<file path="config.mk">
export PLATFORM = sky130hd
export DESIGN_NAME = rx_frame_control_module
export DESIGN_NICKNAME = d
export VERILOG_FILES = /design/src/rtl/rx_frame_control_module.sv
export SDC_FILE = /design/constraint.sdc
export NUM_CORES = 1
export LEC_CHECK = 0
export ABC_CLOCK_PERIOD_IN_PS = 2000
export CAP_MARGIN = 5
export CORE_AREA = 2 2 73 75
export CTS_BUF_LIST = sky130_fd_sc_hd__clkbuf_4
export CTS_CLUSTER_DIAMETER = 120
export DETAILED_ROUTE_END_ITERATION = 12
export DIE_AREA = 0 0 75 77
export PLACE_DENSITY = 0.48
export SETUP_SLACK_MARGIN = 0.2
export SLEW_MARGIN = 30
export SYNTH_ARGS = -nofsm -noshare
export SYNTH_HDL_FRONTEND = slang
export SYNTH_SLANG_ARGS = --single-unit
</file>
<file path="constraint.sdc">
create_clock -name clk -period 2 [get_ports clk]
set_input_delay 0.4 -clock clk [delete_from_list [all_inputs] [get_ports clk]]
set_output_delay 0.4 -clock clk [all_outputs]
set_load 0.01 [all_outputs]
</file>
<file path="src/rtl/rx_frame_control_module.sv">
// UART receive controller: 2-flop synchroniser, false-start rejection, configurable
// data/parity/stop framing, and a valid/ready output with overrun reporting.
module rx_frame_control_module #(
  parameter int CLKS_PER_BIT = 16,
  parameter int DATA_BITS    = 8,
  parameter int PARITY_MODE  = 0,
  parameter int STOP_BITS    = 1
) (
  input  logic                 clk,
  input  logic                 rst,
  input  logic                 rx_pin_in,
  input  logic                 rx_en_sig,
  output logic [DATA_BITS-1:0] rx_data,
  output logic                 rx_valid,
  input  logic                 rx_ready,
  output logic                 frame_err,
  output logic                 parity_err,
  output logic                 overrun_sig,
  output logic                 rx_busy
);

  localparam int CW = $clog2(CLKS_PER_BIT);
  localparam logic [CW-1:0] HALF_M1   = CW'(CLKS_PER_BIT / 2 - 1);
  localparam logic [CW-1:0] FULL_M1   = CW'(CLKS_PER_BIT - 1);
  localparam logic [CW-1:0] CNT_ONE   = CW'(1);
  localparam logic [3:0]    DATA_LAST = 4'(DATA_BITS - 1);
  localparam logic [3:0]    STOP_LAST = 4'(STOP_BITS - 1);

  typedef enum logic [2:0] {IDLE, START, DATA, PARITY, STOP} state_e;

  // ones_odd is the XOR of every data bit and the parity bit
  function automatic logic parity_bad(input logic ones_odd);
    case (PARITY_MODE)
      1:       return ~ones_odd;
      2:       return ones_odd;
      default: return 1'b0;
    endcase
  endfunction

  state_e                 state_q, state_d;
  logic [1:0]             sync_q;
  logic                   rx_s, rx_s_dly_q;
  logic [CW-1:0]          cnt_q, cnt_d;
  logic [3:0]             bit_q, bit_d;
  logic [DATA_BITS-1:0]   shreg_q, shreg_d;
  logic                   par_q, par_d;
  logic                   facc_q, facc_d;
  logic [DATA_BITS-1:0]   data_q, data_d;
  logic                   valid_q, valid_d;
  logic                   ferr_q, ferr_d;
  logic                   perr_q, perr_d;
  logic                   ovr_q, ovr_d;
  logic                   busy_q;
  logic                   done_s, stop_bad_s;

  assign rx_s = sync_q[1];

  // Next-state logic for the frame FSM and the output register
  always_comb begin
    state_d    = state_q;
    cnt_d      = cnt_q;
    bit_d      = bit_q;
    shreg_d    = shreg_q;
    par_d      = par_q;
    facc_d     = facc_q;
    data_d     = data_q;
    ferr_d     = ferr_q;
    perr_d     = perr_q;
    ovr_d      = 1'b0;
    done_s     = 1'b0;
    stop_bad_s = facc_q | ~rx_s;
    valid_d    = (valid_q && rx_ready) ? 1'b0 : valid_q;

    if (state_q != IDLE && !rx_en_sig) begin
      state_d = IDLE;
    end else begin
      case (state_q)
        IDLE: begin
          if (rx_en_sig && rx_s_dly_q && !rx_s) begin
            state_d = START;
            cnt_d   = '0;
          end else begin
            state_d = IDLE;
          end
        end
        START: begin
          if (cnt_q == HALF_M1) begin
            cnt_d   = '0;
            bit_d   = 4'd0;
            par_d   = 1'b0;
            facc_d  = 1'b0;
            state_d = rx_s ? IDLE : DATA;
          end else begin
            cnt_d = cnt_q + CNT_ONE;
          end
        end
        DATA: begin
          if (cnt_q == FULL_M1) begin
            cnt_d   = '0;
            shreg_d = {rx_s, shreg_q[DATA_BITS-1:1]};
            par_d   = par_q ^ rx_s;
            if (bit_q == DATA_LAST) begin
              bit_d   = 4'd0;
              state_d = (PARITY_MODE != 0) ? PARITY : STOP;
            end else begin
              bit_d = bit_q + 4'd1;
            end
          end else begin
            cnt_d = cnt_q + CNT_ONE;
          end
        end
        PARITY: begin
          if (cnt_q == FULL_M1) begin
            cnt_d   = '0;
            par_d   = par_q ^ rx_s;
            state_d = STOP;
          end else begin
            cnt_d = cnt_q + CNT_ONE;
          end
        end
        STOP: begin
          if (cnt_q == FULL_M1) begin
            cnt_d  = '0;
            facc_d = stop_bad_s;
            if (bit_q == STOP_LAST) begin
              done_s  = 1'b1;
              state_d = IDLE;
            end else begin
              bit_d = bit_q + 4'd1;
            end
          end else begin
            cnt_d = cnt_q + CNT_ONE;
          end
        end
        default: state_d = IDLE;
      endcase
    end

    // A finished frame loads only if the slot is free or being emptied this cycle
    if (done_s) begin
      if (!valid_q || rx_ready) begin
        data_d  = shreg_q;
        ferr_d  = stop_bad_s;
        perr_d  = parity_bad(par_q);
        valid_d = 1'b1;
      end else begin
        ovr_d = 1'b1;
      end
    end else begin
      ovr_d = 1'b0;
    end
  end

  // State, synchroniser and registered outputs
  always_ff @(posedge clk) begin
    if (rst) begin
      state_q    <= IDLE;
      sync_q     <= 2'b11;
      rx_s_dly_q <= 1'b1;
      cnt_q      <= '0;
      bit_q      <= 4'd0;
      shreg_q    <= '0;
      par_q      <= 1'b0;
      facc_q     <= 1'b0;
      data_q     <= '0;
      valid_q    <= 1'b0;
      ferr_q     <= 1'b0;
      perr_q     <= 1'b0;
      ovr_q      <= 1'b0;
      busy_q     <= 1'b0;
    end else begin
      state_q    <= state_d;
      sync_q     <= {sync_q[0], rx_pin_in};
      rx_s_dly_q <= rx_s;
      cnt_q      <= cnt_d;
      bit_q      <= bit_d;
      shreg_q    <= shreg_d;
      par_q      <= par_d;
      facc_q     <= facc_d;
      data_q     <= data_d;
      valid_q    <= valid_d;
      ferr_q     <= ferr_d;
      perr_q     <= perr_d;
      ovr_q      <= ovr_d;
      busy_q     <= (state_d != IDLE);
    end
  end

  assign rx_data     = data_q;
  assign rx_valid    = valid_q;
  assign frame_err   = ferr_q;
  assign parity_err  = perr_q;
  assign overrun_sig = ovr_q;
  assign rx_busy     = busy_q;

endmodule

</file>
Word level (Yosys, flattened, before mapping)
Cells that the tools add are included.
{"block": "word_totals", "elab_cells": 83, "in_bits": 5, "regBits": 35}
{"block": "op_classes", "n_eq_ne": 12, "n_reduce_logical": 22, "addsub": 2, "bitwise": 4, "muxes": 31}
{"operator": "4-bit two-way mux", "count": 8}
{"operator": "4-bit one-hot mux with 3 select lines", "count": 2}
{"operator": "3-bit two-way mux", "count": 7}
{"operator": "3-bit one-hot mux with 5 select lines", "count": 1}
{"operator": "3-bit nonzero test", "count": 4}
{"operator": "1-bit two-way mux", "count": 11}
{"operator": "2-bit inequality test (second input constant)", "count": 5}
{"operator": "4-bit by 1-bit adder with 4-bit output (second input constant)", "count": 2}
{"operator": "4-bit by 3-bit equality test with 1-bit output (second input constant)", "count": 2}
{"operator": "3-bit by 2-bit equality test with 1-bit output (second input constant)", "count": 2}
{"operator": "3-bit AND reduction", "count": 2}
{"operator": "6-bit AND reduction", "count": 1}
{"operator": "4-bit equality test (second input constant)", "count": 1}
{"operator": "1-bit logical AND", "count": 4}
{"operator": "4-bit zero test", "count": 1}
{"operator": "4-bit AND reduction", "count": 1}
{"operator": "3-bit by 1-bit equality test with 1-bit output (second input constant)", "count": 1}
{"operator": "3-bit equality test (second input constant)", "count": 1}
{"operator": "1-bit zero test", "count": 3}
{"operator": "3-bit zero test", "count": 1}
{"operator": "1-bit inverter", "count": 3}
{"operator": "3-bit OR reduction", "count": 1}
{"operator": "2-bit two-way mux", "count": 1}
{"operator": "1-bit one-hot mux with 2 select lines", "count": 1}
{"operator": "other kinds (5)", "count": 5}

Longest topological paths before layout
{"block": "logic_depth", "word_depth": 7, "ltp_mapped": 8}

Worst setup path before layout
OpenSTA, ideal clock, no wires.
{"block": "synth_path", "path_type": "flip-flop to flip-flop", "start": "register bit_q[0]", "end": "register bit_q[0]", "n_path_buf": 0, "arrival_time_ps": 1710, "path_stages_with_launch": 8, "required_time_ps": 1935, "slack_ps": 225, "synth_period_minus_slack_ps": 1775, "path_cell_list": "dfxtp_1 inv_1 ha_1 or3b_4 nand4_1 a221oi_4 mux2_2 nor2_1"}
{"block": "synth_via", "elab_chain_len": 4, "word_cells_on_any_way": 10, "cone_classes": "add/sub: 1; eq/ne: 2; mux: 5; reduce/logical: 2"}
{"element": "start, declared", "line_no": "44", "source": "logic [3:0] bit_q, bit_d;"}
{"element": "start signal, assigned", "line_no": "176", "source": "bit_q <= bit_d;"}
{"element": "4-bit by 1-bit adder with 4-bit output / 4-bit by 3-bit equality test with 1-bit output (equally long branches)", "line_no": "106, 129, 102"}
{"element": "4-bit two-way mux, on equally long branches", "line_no": "125, 102"}
{"element": "4-bit two-way mux, on equally long branches", "line_no": "122, 98"}
{"element": "4-bit one-hot mux with 3 select lines", "line_no": "77", "source": "case (state_q)"}
Parallel ways exist; a longest one is shown, timed or not. The select of a mux whose other input is x is not followed.
A chain may end at the register's enable or synchronous reset.

Final worst setup path
{"block": "layout_path", "start": "register bit_q[0]", "end": "register bit_q[1]"}
The elaborated chain is that of the path after synthesis.

==> impl_metrics.toml <==
[die]
dieHeight_um = 77
boundaryPins = 18
rows = 26
coreArea_um2 = 4977
start_util_pct = 33.63
die_area_um2 = 5775
die-width_um = 75

[timing]
rsz0062_at_grt = "yes"
timing.final.crit_share_pct = 93.01
finalSetupTns_ps = 0
finalSetupViolCount = 0
fmax_mhz = 537.6
skew_ps = 8.234
hold_violations = 0
final.setup.worst_slack_ps = 139.7
slew_violations = 0
fin_crit_ps = 1860
fin_hold_ws_ps = 426.8

[logic_synthesis]
synth_top_flop_cell = "dfxtp_1"
yosys.area.top_type_share_pct = 41.85
synth_common_cells = "dfxtp_1, nor2_1, mux2i_1"
yosys_warnings = 0
synth_nets = 184
synth-edff-count = 0
yosysMostFrequentCell = "dfxtp_1"
async_flop_share_pct = 0
yosys-top-cells-area = "dfxtp_1, mux2i_1, nor2_1"
seq_area_frac_synth_pct = 41.85
ys_types = 47
ys_ff_latch = 35
synthesis.area_um2 = 1674
synth_top_cell_by_area = "dfxtp_1"
syn_avg_cell_area_um2 = 9.512
syn_inst = 176

[worst_setup_path]
crit_path_max_incr_delay_ps = 440
rrSetupSlack_ps = 140
crit_path_start_kind = "flip-flop"
crit_type = "reg -> reg"
rr_startpoint = "bit_q[0]"
cp-endpoint = "bit_q[1]"
critPathLaunch = "bit_q[0]"
ff2ff_path_depth = 7
cp.arrival_ps = 2140
r2r-end = "bit_q[1]"
crit_chain = "inv_2 -> ha_4 -> or3b_4 -> nand4_1 -> a221oi_4 -> mux2_4 -> nor2_4"
cp-end-kind = "flip-flop"
cp_max_fo = 5
cp_slowest_cell = "a221oi_4"
critical_path_required_ps = 2280

[route]
routed_via_density = 4.750
wl_per_cell_um = 12.84
firstDrtPassIters = 4
wirelength_um = 3545
drc_errors = 0
vias = 1311
drt_iter0_drc = 45
ant_nets = 0

[power_and_ir_drop]
p_leak_nw = 0.8145
power.density_nw_per_um2 = 532.7
p_total_mw = 1.126
ir_drop_uv = 366.8

[clock_tree]
cts_made_buffers = 5
cts-root-buf = "clkbuf_4"
numClockSinks = 35
htree_levels = 2
clkLatencyLatePin_ps = 340
clkSlewWorstSetupHoldPaths_ps = 100
cts_tree = "built"
clockBufferDepth = 2

[global_routing]
met2_usage_pct = 21.14
antenna_found_initial = 0
grt_most_used_layer = "met2"
grt_use_total_pct = 13.37
met3_usage_pct = 3.942
globalRouteOverflowTotal = 0
grt_pass1_wl_um = 6009
grt_max_degree = 33
use_met1_pct = 16.45
grt_pass1_vias = 1254

[worst_hold_path]
min_path_type = "reg -> reg"

[cells_and_area]
drive_above_1_share_pct = 26.70
layout-area-overhead-vs-synth_pct = 26.23
antennaDiodeCount = 0
n_fill_cell = 507
nets = 214

[placement]
gp_congestion = 0.7911
port_buffers = 16
dp_slack_ps = 32.29
hpwl_um = 2447

[outcome]
run_status = "complete, no violations"

[job]
max-cap-violations = 0
-- per-stage QoR --
stage,instances,area [µm²],util (%)
global placement,263,1936,38.89
floorplan,176,1674,-
detailed placement,263,1936,38.89
global route,276,2113,42.46
CTS,272,2031,40.80
finish,276,2113,42.46
-- final cells by class --
type	instances	area (µm²)	share of cell area (%)
well taps	70	87.58	4.144
clock inverters	2	8.758	0.4144
multi-input cells	124	949.7	44.94
inverters	7	26.28	1.243
clock buffers	5	37.54	1.776
repair buffers	33	299.0	14.15
flip-flops and latches	35	704.4	33.33
-- how the worst min path moves through the flow --
stage | from | cells after the start | end | slack (ps)
4_1_cts | sync_q[0] | 1 | sync_q[1] | 440
2_1_floorplan | sync_q[0] | 1 | sync_q[1] | 390
3_3_place_gp | sync_q[0] | 1 | sync_q[1] | 400
3_5_place_dp | sync_q[0] | 1 | sync_q[1] | 410
6_report | sync_q[0] | 1 | sync_q[1] | 430
5_1_grt | sync_q[0] | 1 | sync_q[1] | 460
-- critical path, delay by kind of cell (launching register included) --
| kind | cells | cell delay, ps |
|---|---|---|
| mux | 1 | 350 |
| compound gates | 1 | 440 |
| fa+ha+maj | 1 | 140 |
| simple gates | 3 | 450 |
| buf+inv | 1 | 50 |
| flops | 1 | 350 |
-- what timing repair did --
| item | 4_1_cts | 5_1_grt |
|---|---|---|
| gates resized for setup | 12 | 14 |
| hold buffers | 0 | 0 |
| pin swaps | 4 | 7 |
| setup endpoints to repair | 19 | 22 |
| setup buffers | 2 | 4 |
-- metal layers --
| layer | share of wire (%) | routed length (µm) |
|---|---|---|
| met1 | 45 | 1606 |
| met2 | 50 | 1758 |
| met3 | 3.2 | 112 |
| met4 | 1.9 | 68 |
| met5 | 0 | 0 |
-- state kept, by name (all words and copies together) (netlist names), 2 cells and up --
name     count
state_q      3
bit_q        4
cnt_q        4
rx_data      8
sync_q       2
shreg_q      8
-- cell usage in the layout (no fill, tap or decap), drive strengths merged, types with 2 or more instances in the layout --
cell type / synthesis / final
or2b: 3 / 3
nand2: 7 / 7
nor2b: 3 / 3
buf: 6 / 17
nand4b: 2 / 2
nand3: 7 / 7
or4: 2 / 2
o21ai: 5 / 5
a21boi: 2 / 2
nor2: 30 / 30
dfxtp: 35 / 35
or3b: 2 / 2
clkinv: 0 / 2
clkdlybuf4s50: 0 / 16
ha: 3 / 3
inv: 7 / 7
nand2b: 2 / 2
a21o: 3 / 3
mux2: 2 / 2
nor3: 5 / 5
or3: 2 / 2
nand4: 3 / 3
a21oi: 6 / 6
mux2i: 16 / 16
clkbuf: 4 / 5
or2: 3 / 3
-- kinds of logic after synthesis --
kind of cell / synth area share (%)
compound gates: 13.23
xor+xnor: 1.047
fa+ha+maj: 2.242
buf+inv: 5.680
flops: 41.85
mux: 10.91
other cells: 0.2240
simple gates: 24.81
-- power breakdown --
| part | switching, mW | internal [mW] |
|---|---|---|
| combinational | 0.0331 | 0.0259 |
| clock | 0.236 | 0.125 |
| sequential | 0.00441 | 0.702 |
| total | 0.274 | 0.852 |
(Power assumes the default switching activity.)
